===== src/rtl/mem_stage_lsu.sv =====
// ============================================================================
// mem_stage_lsu
// ----------------------------------------------------------------------------
// Memory-access stage of the 5-stage RV32I pipeline. It sits between the
// EX/MEM and MEM/WB registers.
//
// Behaviour
//   - Takes the load/store from EX/MEM and drives it onto a data-memory port
//     that uses a ready handshake.
//   - Stalls the upstream pipeline until the access completes.
//   - Forwards writeback control to MEM/WB.
//   - Returns sign- or zero-extended load data.
//
// Access sequencing (FSM: IDLE -> REQ -> DONE -> IDLE)
//   IDLE  Latches the access and raises the stall.
//   REQ   Holds a stable request until dmem_ready. After WAIT_LIMIT cycles
//         without dmem_ready, the access times out.
//   DONE  Releases the stall for exactly one cycle, so the stalled
//         instruction retires.
//
// Parameters
//   WAIT_LIMIT   Maximum number of REQ cycles without dmem_ready before the
//                access is abandoned with a bus error (must be >= 1).
//
// Configuration macro
//   MEM_MISALIGN_TRAP_EN
//     Defined: a misaligned halfword or word access is not sent to memory.
//       It goes IDLE -> DONE and raises misalign_o for that DONE cycle.
//     Undefined: the address bits below the access size are ignored, and
//       misalign_o is tied low.
//
// Ports
//   clk, rst              Clock (rising edge). Reset is asynchronous and
//                         active-high.
//   rf_en_in .. pc_in     EX/MEM control and data.
//   dmem_*                Data-memory port. dmem_rdata is valid in the same
//                         cycle as dmem_ready.
//   stall_o               Freezes PC, IF/ID, ID/EX and EX/MEM, and inserts a
//                         bubble into MEM/WB.
//   rf_en_out             Regfile write enable, gated for bubbles and for
//                         faulted accesses.
//   wb_sel_out, rd_out,
//   alu_result_out,
//   pc_out                Combinational pass-through of the inputs.
//   load_data_out         Registered, extended load data. Valid in DONE.
//   bus_err_o             One-cycle pulse in DONE when the access timed out.
//   misalign_o            One-cycle pulse in DONE when a misaligned access
//                         was trapped.
// ============================================================================
module mem_stage_lsu #(
   parameter int WAIT_LIMIT = 16
) (
   input  logic        clk,
   input  logic        rst,
   input  logic        rf_en_in,
   input  logic [1:0]  wb_sel_in,
   input  logic        mem_read_in,
   input  logic        mem_write_in,
   input  logic [2:0]  func3_in,
   input  logic [31:0] alu_result_in,
   input  logic [31:0] write_data_in,
   input  logic [4:0]  rd_in,
   input  logic [31:0] pc_in,
   output logic        dmem_req,
   output logic        dmem_we,
   output logic [31:0] dmem_addr,
   output logic [3:0]  dmem_be,
   output logic [31:0] dmem_wdata,
   input  logic        dmem_ready,
   input  logic [31:0] dmem_rdata,
   output logic        stall_o,
   output logic        rf_en_out,
   output logic [1:0]  wb_sel_out,
   output logic [4:0]  rd_out,
   output logic [31:0] alu_result_out,
   output logic [31:0] pc_out,
   output logic [31:0] load_data_out,
   output logic        bus_err_o,
   output logic        misalign_o
);

   localparam int CNT_W = $clog2(WAIT_LIMIT + 1);
   localparam logic [CNT_W-1:0] CNT_LAST = CNT_W'(WAIT_LIMIT - 1);

   typedef enum logic [1:0] {
      ST_IDLE = 2'd0,
      ST_REQ  = 2'd1,
      ST_DONE = 2'd2
   } state_t;

   // Access size taken from func3: 0 = byte, 1 = halfword, 2 = word.
   // The reserved encodings (011, 110, 111) are treated as word accesses.
   function automatic logic [1:0] access_size(input logic [2:0] f3);
      case (f3)
         3'b000, 3'b100: access_size = 2'd0;
         3'b001, 3'b101: access_size = 2'd1;
         default:        access_size = 2'd2;
      endcase
   endfunction

   // Select the addressed lane of the read word, then extend it.
   // A halfword is selected by addr[1] only, so a halfword at an odd address
   // reads the aligned halfword that contains it.
   function automatic logic [31:0] extend_load(input logic [31:0] rdata,
                                               input logic [2:0]  f3,
                                               input logic [1:0]  off);
      logic [7:0]  lane_b;
      logic [15:0] lane_h;
      lane_b = rdata[{off, 3'b000} +: 8];
      lane_h = rdata[{off[1], 4'b0000} +: 16];
      case (f3)
         3'b000:  extend_load = {{24{lane_b[7]}}, lane_b};
         3'b001:  extend_load = {{16{lane_h[15]}}, lane_h};
         3'b100:  extend_load = {24'd0, lane_b};
         3'b101:  extend_load = {16'd0, lane_h};
         default: extend_load = rdata;
      endcase
   endfunction

   state_t            state_q, state_d;
   logic [CNT_W-1:0]  wait_cnt_q, wait_cnt_d;
   logic [31:0]       addr_q, addr_d;
   logic              we_q, we_d;
   logic [3:0]        be_q, be_d;
   logic [31:0]       wdata_q, wdata_d;
   logic [2:0]        func3_q, func3_d;
   logic [1:0]        offset_q, offset_d;
   logic              is_load_q, is_load_d;
   logic [31:0]       load_data_q, load_data_d;
   logic              bus_err_q, bus_err_d;
   logic              misalign_q, misalign_d;

   logic              mem_op;
   logic [3:0]        st_be;
   logic [31:0]       st_wdata;
   logic              misaligned;

   assign mem_op = mem_read_in | mem_write_in;

   // Store lane steering, computed from the live EX/MEM inputs so it can be
   // latched on the IDLE -> REQ transition. The data is replicated across
   // every lane, so only the byte enables have to depend on the address.
   always_comb begin
      st_be    = 4'hF;
      st_wdata = write_data_in;
      case (access_size(func3_in))
         2'd0: begin
            st_be    = 4'b0001 << alu_result_in[1:0];
            st_wdata = {4{write_data_in[7:0]}};
         end
         2'd1: begin
            st_be    = 4'b0011 << {alu_result_in[1], 1'b0};
            st_wdata = {2{write_data_in[15:0]}};
         end
         default: ;
      endcase
   end

`ifdef MEM_MISALIGN_TRAP_EN
   // A halfword must be 2-byte aligned and a word must be 4-byte aligned.
   // Byte accesses can never be misaligned.
   always_comb begin
      misaligned = 1'b0;
      case (access_size(func3_in))
         2'd1:    misaligned = alu_result_in[0];
         2'd2:    misaligned = (alu_result_in[1:0] != 2'b00);
         default: misaligned = 1'b0;
      endcase
   end
`else
   assign misaligned = 1'b0;
`endif

   // Next-state and stall logic.
   //
   // The bus fields are only rewritten when a new access is accepted, so they
   // stay stable for the whole REQ phase.
   //
   // The error flags are cleared when the next access starts. They are only
   // visible through the DONE-gated outputs, which makes each flag a
   // one-cycle pulse.
   always_comb begin
      state_d     = state_q;
      wait_cnt_d  = wait_cnt_q;
      addr_d      = addr_q;
      we_d        = we_q;
      be_d        = be_q;
      wdata_d     = wdata_q;
      func3_d     = func3_q;
      offset_d    = offset_q;
      is_load_d   = is_load_q;
      load_data_d = load_data_q;
      bus_err_d   = bus_err_q;
      misalign_d  = misalign_q;
      stall_o     = 1'b0;

      case (state_q)
         ST_IDLE: begin
            if (mem_op) begin
               stall_o    = 1'b1;
               bus_err_d  = 1'b0;
               misalign_d = 1'b0;
               wait_cnt_d = '0;
               if (misaligned) begin
                  // A trapped access never reaches the bus.
                  misalign_d  = 1'b1;
                  load_data_d = 32'd0;
                  state_d     = ST_DONE;
               end else begin
                  // A store wins when both read and write are set.
                  addr_d    = {alu_result_in[31:2], 2'b00};
                  we_d      = mem_write_in;
                  be_d      = mem_write_in ? st_be : 4'hF;
                  wdata_d   = mem_write_in ? st_wdata : 32'd0;
                  func3_d   = func3_in;
                  offset_d  = alu_result_in[1:0];
                  is_load_d = ~mem_write_in;
                  state_d   = ST_REQ;
               end
            end
         end

         ST_REQ: begin
            stall_o = 1'b1;
            if (dmem_ready) begin
               if (is_load_q) begin
                  load_data_d = extend_load(dmem_rdata, func3_q, offset_q);
               end
               state_d = ST_DONE;
            end else if (wait_cnt_q == CNT_LAST) begin
               // Timed out: abandon the access and return zero for a load.
               bus_err_d = 1'b1;
               if (is_load_q) begin
                  load_data_d = 32'd0;
               end
               state_d = ST_DONE;
            end else begin
               wait_cnt_d = wait_cnt_q + 1'b1;
            end
         end

         ST_DONE: begin
            state_d = ST_IDLE;
         end

         default: begin
            state_d = ST_IDLE;
         end
      endcase
   end

   // State and datapath registers. Reset abandons any outstanding access.
   always_ff @(posedge clk or posedge rst) begin
      if (rst) begin
         state_q     <= ST_IDLE;
         wait_cnt_q  <= '0;
         addr_q      <= 32'd0;
         we_q        <= 1'b0;
         be_q        <= 4'd0;
         wdata_q     <= 32'd0;
         func3_q     <= 3'd0;
         offset_q    <= 2'd0;
         is_load_q   <= 1'b0;
         load_data_q <= 32'd0;
         bus_err_q   <= 1'b0;
         misalign_q  <= 1'b0;
      end else begin
         state_q     <= state_d;
         wait_cnt_q  <= wait_cnt_d;
         addr_q      <= addr_d;
         we_q        <= we_d;
         be_q        <= be_d;
         wdata_q     <= wdata_d;
         func3_q     <= func3_d;
         offset_q    <= offset_d;
         is_load_q   <= is_load_d;
         load_data_q <= load_data_d;
         bus_err_q   <= bus_err_d;
         misalign_q  <= misalign_d;
      end
   end

   assign dmem_req      = (state_q == ST_REQ);
   assign dmem_we       = we_q;
   assign dmem_addr     = addr_q;
   assign dmem_be       = be_q;
   assign dmem_wdata    = wdata_q;
   assign load_data_out = load_data_q;
   assign bus_err_o     = (state_q == ST_DONE) & bus_err_q;

`ifdef MEM_MISALIGN_TRAP_EN
   assign misalign_o = (state_q == ST_DONE) & misalign_q;
`else
   assign misalign_o = 1'b0;
`endif

   // A stalled cycle is a bubble, and a faulted access must not retire its
   // destination register.
   assign rf_en_out = rf_en_in & ~stall_o
                      & ~((state_q == ST_DONE) & (bus_err_q | misalign_q));

   assign wb_sel_out     = wb_sel_in;
   assign rd_out         = rd_in;
   assign alu_result_out = alu_result_in;
   assign pc_out         = pc_in;

endmodule


===== config.mk =====
export PLATFORM = sky130hd
export DESIGN_NAME = mem_stage_lsu
export DESIGN_NICKNAME = d
export VERILOG_FILES = /design/src/rtl/mem_stage_lsu.sv
export SDC_FILE = /design/constraint.sdc
export NUM_CORES = 1
export LEC_CHECK = 0
export CORE_MARGIN = 4
export CORE_UTILIZATION = 35
export CTS_BUF_LIST = sky130_fd_sc_hd__clkbuf_16
export CTS_CLUSTER_SIZE = 14
export DETAILED_ROUTE_END_ITERATION = 16
export PLACE_DENSITY = 0.8
export RECOVER_POWER = 100
export SYNTH_ARGS = -nofsm -noshare
export SYNTH_HDL_FRONTEND = slang
export SYNTH_SLANG_ARGS = --single-unit

===== constraint.sdc =====
create_clock -name clk -period 3.4 [get_ports clk]
set_input_delay 0.68 -clock clk [delete_from_list [all_inputs] [get_ports clk]]
set_output_delay 0.68 -clock clk [all_outputs]
set_load 0.01 [all_outputs]

==> metrics, run 1 <==
met2 Resource Use GR 31.55%; clk_lat worst skew 400 ps; Pre-antenna DRT Iters 4; DIE HEIGHT 135.6 um; Congestion Overflow GR 0; PwrDens 804.7 mW/mm2; Storage cell area around 0.0028 mm2; DR WL/cell 17.73 um; yosys warns 0; max cap viols 3; IO Pins 321; GRT Total Usage 19.38%; worst hold path type reg -> reg; Routed Wire Length 17.64 mm; RSZ-0062 raised after global routing false; run status finished with violations; CTS sink count 113; Area contributors post-synth dfrtp_1, nand2_1, buf_4; antenna diode count 0; setup repair bufs after CTS 0; Post-synth EDFFs 0; post-CTS sizing 0; largest net degree at the start of global routing 114; Synth async-reset ratio 100.0%; pin slew with the least headroom to its limit 1712 ps; Tot Pwr approximately 6700 uW; Worst-path clk slew 50 ps; Post-Syn Area per Cell ~9.5 um2; LEAKAGE 0.003809 uW; cell area after synthesis 0.005697 mm2; fin crit period 3194 ps; CP Data Arrival Time 2510 ps; fin util 52.28%; Main synth FF type dfrtp_1; layout cell share with drive strength beyond 1 5.263%; vias post-DR about 5000; Routed Antenna Nets 0; CTS Buf Count 17; Port Buffers 239; Hold-fix buffers, CTS 0; first-pass GRT wire length 27.71 mm; Syn Inst Count about 600; worst slack at placement approximately 250 ps; Yosys reg bits 113; top-area cell type share of the netlist area 49.64%; failing checks max-capacitance violations, max-slew violations; chip width 135.6 um; Synth area leader dfrtp_1; Final period util 93.95%; busiest grt layer met2; data required time of the critical path 2720 ps; residual DRC count 0; Rel. slew slack -14.12%; max-slew violation count 179; Placed Cells 963; met1 GRT Util 23.68%; Multi-input gate area between 0.002 and 0.0025 mm2; via count of the first global-routing pass 5035; num rows 46; Setup WS post-layout 205.8 ps; count of different cell masters after synthesis 42; CP startpoint kind primary input; GR met3 Demand/Resource 7.987%; Clock Skews 7.718 ps; clock root cell clkbuf_16; setup TNS 0 ps; crit end category output pin; gpl congestion ~0.81; worst vdd ir approximately 0.38 mV; die area 0.01838 mm2; Peak Freq 313.1 MHz; final hold vios 0; TritonCTS clock tree yes; Clock Path Buffers 2; sequential share of the synthesized area between 40% and 50%; Initial Util 35.73%; area grow syn2layout 46.30%; vias per cell 4.923; CP max FO 2; DRT iter0 DRCs slightly below 200; non-filler instance count after layout between 900 and 1000; NumNets Final around 900; CTS H-tree lvls 4; Fillers 1447; Final Setup Violations 0; crit path kind in -> out; post-DP HPWL 12.93 mm; Core Area between 0.015 and 0.02 mm2; initial antenna violation count 0
-- routing by layer --
layer  vias up  part of all wire (%)  wire length, um
met2       225                    48             8469
li1       2304                     -                -
met4         0                   1.7              306
met5         -                     0                0
met3        27                   9.0             1586
met1      2342                    41             7281
-- kinds of logic (layout without fill, tap and decap cells) --
| logic type | count (synthesis) | after routing | synth area share [%] |
|---|---|---|---|
| other | 1 | 3 | 0.06583 |
| flip-flops | 113 | 113 | 49.64 |
| AND/OR/NAND/NOR | 207 | 207 | 15.68 |
| adder cells (fa/ha/maj) | 2 | 2 | 0.4392 |
| AO/OA/AOI/OAI | 129 | 129 | 15.51 |
| multiplexers | 32 | 32 | 5.886 |
| buffers and inverters | 115 | 293 | 12.78 |
-- through the flow --
step,hold WS (ps),instance area (um2)
after floorplan,437.5,5708
final,465.3,8334
after global routing,489.0,8334
after detailed placement,461.9,7810
after CTS,475.3,8388
after global placement,457.4,7810
-- worst max-delay path: stages --
cell	delay, ps
clkdlybuf4s50_1	410
or3_1	430
and2_1	190
nor3b_1	180
dlygate4sd3_1	630
-- Yosys cell counts (4+ instances only) --
cell,number
a21oi_1,7
a22o_1,25
a32o_1,7
buf_4,74
clkbuf_1,26
dfrtp_1,113
inv_1,9
mux2i_1,29
nand2_1,149
nand2b_1,24
nor2_1,14
nor2b_1,4
nor3b_1,4
o21ai_0,58
o22a_1,7
o311ai_0,4
o31ai_1,9
-- placed cells by master, fill, tap and decap left out, drive strengths merged, types with 3 or more instances in the layout --
cell type,count
o22a,7
a32o,7
bufinv,3
o311ai,4
nor2b,4
inv,11
buf,7
clkdlybuf4s50,103
conb,3
dlygate4sd3,136
o31ai,9
o21ai,59
nand2b,24
nor3b,4
nand2,149
dfrtp,113
clkinvlp,3
a21oi,8
mux2i,29
nor2,14
clkbuf,23
clkinv,7
a22o,25
-- flip-flops by register name (all words and copies together), names as in the netlist --
| register | cells |
|---|---|
| dmem_wdata | 32 |
| load_data_out | 32 |
| dmem_addr | 30 |
| wait_cnt_q | 5 |
| dmem_be | 4 |
| func3_q | 3 |
| offset_q | 2 |
| state_q | 2 |
| bus_err_q | 1 |
| dmem_we | 1 |
| is_load_q | 1 |
-- layout make-up --
class	count	area share [%]
clock buffer	17	5.104
clock inverter	15	1.832
inverter	9	0.4504
multi-input combinational	373	25.64
sequential	113	33.93
tap	216	3.243
timing repair buffer	252	29.80
-- power by group --
part / total [uW] / switching (uW) / internal (uW)
sequential: 2320 / 392 / 1920
combinational: 2640 / 1310 / 1330
clock: 1750 / 617 / 1130
total: 6710 / 2320 / 4390
-- final timing paths --
path                                from                 to  slack (ps)  depth (start not counted)
max in group asynchronous            rst  load_data_out[15]        1040                          3
setup reg to reg           wait_cnt_q[0]   load_data_out[6]         450                          6
setup / recovery            mem_write_in          rf_en_out         210                          5
hold / removal             dmem_addr[31]      dmem_addr[31]         470                          2
min in group asynchronous            rst  load_data_out[19]        1290                          3
hold reg to reg            dmem_addr[31]      dmem_addr[31]         470                          2
(Power assumes the default switching activity.)
==> inputs of run 2 (changes only) <==
Settings changed: HOLD_SLACK_MARGIN set to 0.1.
==> results of run 2 <==
Same layout as run 1: the final DEF is identical, and so are final timing and power.
